==> src/rtl/rca_accum.sv <==
// Accumulates 5-bit {c_out,s} results from a ripple-carry adder over a job of len beats.
// Define RCA_ACCUM_SAT_EN to clamp acc at full scale on overflow instead of wrapping.
module rca_accum #(
  parameter int ACC_W = 8
) (
  input  logic             clk,
  input  logic             rst,
  input  logic             start,
  input  logic [3:0]       len,
  input  logic [3:0]       s,
  input  logic             c_out,
  input  logic             in_valid,
  output logic             in_ready,
  output logic [ACC_W-1:0] acc,
  output logic             ovf,
  output logic [3:0]       beats,
  output logic             out_valid,
  input  logic             out_ready,
  output logic             busy
);

  typedef enum logic [1:0] {
    IDLE = 2'd0,
    RUN  = 2'd1,
    DONE = 2'd2
  } state_t;

  state_t           state;
  state_t           state_nxt;
  logic [3:0]       cnt;
  logic             take;
  logic             job_load;
  logic [ACC_W:0]   beat_ext;
  logic [ACC_W:0]   sum;

`ifdef RCA_ACCUM_SAT_EN
  // Inputs are non-negative, so once clamped every later carry re-clamps.
  function automatic logic [ACC_W-1:0] acc_update(input logic [ACC_W:0] sum_in);
    if (sum_in[ACC_W]) return '1;
    return sum_in[ACC_W-1:0];
  endfunction
`else
  function automatic logic [ACC_W-1:0] acc_update(input logic [ACC_W:0] sum_in);
    return sum_in[ACC_W-1:0];
  endfunction
`endif

  assign take     = (state == RUN) && in_valid;
  assign job_load = (state == IDLE) && start && (len != 4'd0);
  assign beat_ext = {{(ACC_W-4){1'b0}}, c_out, s};
  assign sum      = {1'b0, acc} + beat_ext;

  always_ff @(posedge clk) begin
    if (rst) state <= IDLE;
    else     state <= state_nxt;
  end

  always_comb begin
    state_nxt = state;
    case (state)
      IDLE:    if (job_load) state_nxt = RUN;
      RUN:     if (take && (cnt == 4'd1)) state_nxt = DONE;
      DONE:    if (out_ready) state_nxt = IDLE;
      default: state_nxt = IDLE;
    endcase
  end

  always_comb begin
    in_ready  = (state == RUN);
    out_valid = (state == DONE);
    busy      = (state != IDLE);
  end

  // Job registers: loaded on a legal start, stepped on each accepted beat.
  always_ff @(posedge clk) begin
    if (rst) begin
      cnt   <= '0;
      acc   <= '0;
      ovf   <= 1'b0;
      beats <= '0;
    end else if (job_load) begin
      cnt   <= len;
      acc   <= '0;
      ovf   <= 1'b0;
      beats <= '0;
    end else if (take) begin
      cnt   <= cnt - 4'd1;
      acc   <= acc_update(sum);
      ovf   <= ovf | sum[ACC_W];
      beats <= beats + 4'd1;
    end
  end

endmodule

==> config.mk <==
export PLATFORM = sky130hd
export DESIGN_NAME = rca_accum
export DESIGN_NICKNAME = d
export VERILOG_FILES = /design/src/rtl/rca_accum.sv
export SDC_FILE = /design/constraint.sdc
export NUM_CORES = 1
export LEC_CHECK = 0
export BUFFER_PORTS_ARGS = -buffer_cell sky130_fd_sc_hd__buf_2
export CAP_MARGIN = 40
export CORE_UTILIZATION = 54
export CTS_BUF_LIST = sky130_fd_sc_hd__clkbuf_4
export CTS_CLUSTER_DIAMETER = 30
export DETAILED_ROUTE_END_ITERATION = 8
export GPL_TIMING_DRIVEN = 1
export PLACE_DENSITY = 0.79
export REMOVE_ABC_BUFFERS = 1
export SLEW_MARGIN = 30
export SYNTH_ARGS = -nofsm -noshare
export SYNTH_HDL_FRONTEND = slang
export SYNTH_SLANG_ARGS = --single-unit
==> constraint.sdc <==
create_clock -name clk -period 4.5 [get_ports clk]
set_input_delay 0.45 -clock clk [delete_from_list [all_inputs] [get_ports clk]]
set_output_delay 0.45 -clock clk [all_outputs]
set_load 0.01 [all_outputs]
==> impl_metrics.yaml <==
finish:
  most-common-layout-cells: "buf_2 (29), nor2_1 (20), dfxtp_1 (19)"
  layout_commonest_cell: "buf_2"
  final_cells: 175
  post-route-util: 0.701
  diodes: 0
  fillers: 162
  drive_gt1_frac: 0.293
  seqCellArea_um2: 380
  multi_input_area_um2: 648
  syn2layout_area_growth_pct: 16.9
  layout.nets: 174
sta:
  max_freq_mhz: 548
  finalHoldViolCount: 0
  fin_skew_ps: 5.94
  min_period_over_period: 0.406
  fin_crit_ps: 1830
  maxSlewHeadroom: 0.611
  slew_viol_final: 0
  worst_slew_pin_slew_ps: 582
  fin_setup_tns_ps: 0
  rsz0062_at_grt: "false"
  finalSetupViolCount: 0
worst_setup_path:
  crit_arrival_ps: 2080
  startpoint_type: "flip-flop"
  cp-startpoint: "acc[0]"
  cp_max_fo: 3
  crit_required_ps: 4750
  cp-end-kind: "flip-flop"
  crit_type: "flip-flop to flip-flop"
  rr_startpoint: "acc[0]"
cts:
  cts_max_level: 1
  cts_buffer_depth: 2
  cts_sinks: 19
  clk_pin_slew_ps: 110
  holdBufCountCts: 0
  postCtsSetupBuffers: 0
  clk_latency_ps: 300
  numCtsBuffers: 3
  cts_root_buf: "clkbuf_4"
  cts_tree: "yes"
  cts.repair.resized: 0
global_route:
  grt_pass1_wl_um: 3260
  grt_pass1_vias: 790
  track_usage: 0.220
  antenna_found_initial: 0
  grt_overflow: 0
  grt_max_degree: 15
route:
  drcViolationCount: 0
  drtIter0Drc: 25
  first_pass_iters: 4
  wirelength_um: 2100
  ant_nets: 0
  vias_per_cell: 5.29
  post_drt_wl_per_cell_um: 12.0
  num_vias: 926
die:
  die_w_um: 46.7
  initial_core_util: 0.599
  coreArea_mm2: 0.00180
  ios: 30
  row_count: 15
  die_h_um: 46.7
  die_area_mm2: 0.00218
worst_hold_path:
  hp-start: "rst"
  hold_path.class: "primary input to flip-flop"
pwr:
  ir_worst_vdd_mv: 0.220
  cellLeakagePower_uw: 0.000566
  powerDensity_mw_per_mm2: 269
synthesis:
  yosys_warnings: 0
  synth_area_mm2: 0.00108
  syn_avg_cell_area_um2: 9.00
  syn-instance-count: 120
  synth_seq_cells: 19
  ys_seq_area_frac: 0.352
  ys_types: 36
placed_design:
  dp_cells: 171
  hpwl_um: 1650
  port_buffers: 29
  gp_congestion: 0.791
outcome:
  status: "complete, no violations"
flow_run:
  maxCapViolCount: 0
## cell usage after synthesis
cell type / count / area [um2]
nand4_1: 1 / 6.26
ha_1: 8 / 100
a211oi_1: 2 / 15.0
nand2b_1: 1 / 6.26
a221oi_2: 1 / 15.0
dfxtp_1: 19 / 380
nor2b_1: 1 / 6.26
o211ai_1: 2 / 15.0
nor2_1: 20 / 75.1
or2_2: 1 / 6.26
nand2_1: 10 / 37.5
and3b_1: 1 / 8.76
a211oi_2: 2 / 25.0
buf_6: 1 / 11.3
a22oi_1: 1 / 7.51
nand3_1: 2 / 10.0
xor2_1: 6 / 52.6
nor2_8: 1 / 20.0
nand2b_4: 1 / 13.8
xnor2_1: 2 / 17.5
a221oi_1: 1 / 8.76
fa_1: 1 / 20.0
inv_1: 8 / 30.0
a21oi_2: 3 / 26.3
o21ai_0: 4 / 20.0
o41ai_4: 1 / 27.5
nor3b_1: 1 / 7.51
or2_4: 1 / 8.76
and2b_1: 1 / 7.51
buf_2: 2 / 10.0
a31oi_1: 1 / 6.26
a21oi_1: 8 / 40.0
and3_1: 1 / 6.26
nor3_1: 1 / 5.00
a32oi_1: 1 / 8.76
o311ai_1: 2 / 17.5
## area by class of cell
type | instances | share of cell area
tap | 25 | 0.0248
multi-input combinational | 90 | 0.513
timing repair buffer | 29 | 0.115
clock buffer | 3 | 0.0178
clock inverter | 1 | 0.00396
inverter | 8 | 0.0238
sequential | 19 | 0.301
## per-layer routing
| metal | global-route usage | vias to the layer above | share of wire |
|---|---|---|---|
| met5 | 0 | - | 0 |
| met4 | 0.0857 | 0 | 0.016 |
| met3 | 0.0706 | 4 | 0.038 |
| met2 | 0.356 | 19 | 0.48 |
| met1 | 0.272 | 418 | 0.46 |
| li1 | - | 485 | - |
## power breakdown
part / internal (uW) / switching [uW]
Sequential: 175 / 6.47
Combinational: 30.1 / 40.9
Clock: 33.2 / 53.2
Total: 238 / 101
## registers in the layout, indices dropped and copies added (netlist names)
| name | flops |
|---|---|
| acc | 8 |
| beats | 4 |
| cnt | 4 |
| ovf | 1 |
| state | 2 |
## metrics by stage
stage | total power, uW | hold slack (ps) | setup WS, ps | cell area, um2
CTS | 343 | 393 | 2670 | 1260
global route | 357 | 398 | 2520 | 1260
finish | 339 | 401 | 2670 | 1260
floorplan | 234 | 439 | 2700 | 1060
global placement | 254 | 439 | 2540 | 1230
detailed placement | 257 | 442 | 2490 | 1230
## cell families after synthesis
| group | Yosys count | synth area share |
|---|---|---|
| XOR/XNOR | 8 | 0.0649 |
| buffers and inverters | 11 | 0.0475 |
| AO/OA/AOI/OAI | 29 | 0.216 |
| AND/OR/NAND/NOR | 44 | 0.209 |
| adder cells (fa/ha/maj) | 9 | 0.111 |
| flip-flops | 19 | 0.352 |
## critical path, cell delays in order, from the launching register on
cell      delay, ps
dfxtp_1         360
ha_1            190
inv_1            60
fa_1            390
nand2b_1        180
a21oi_1         230
o211ai_1        130
xor2_1          170
nor2_1           80
## final timing paths
check | end | slack, ps | depth (start not counted)
max reg2reg | acc[6] | 2670 | 8
max | acc[6] | 2670 | 8
min reg2reg | ovf | 450 | 2
min | cnt[3] | 400 | 2
(Power assumes the default switching activity.)
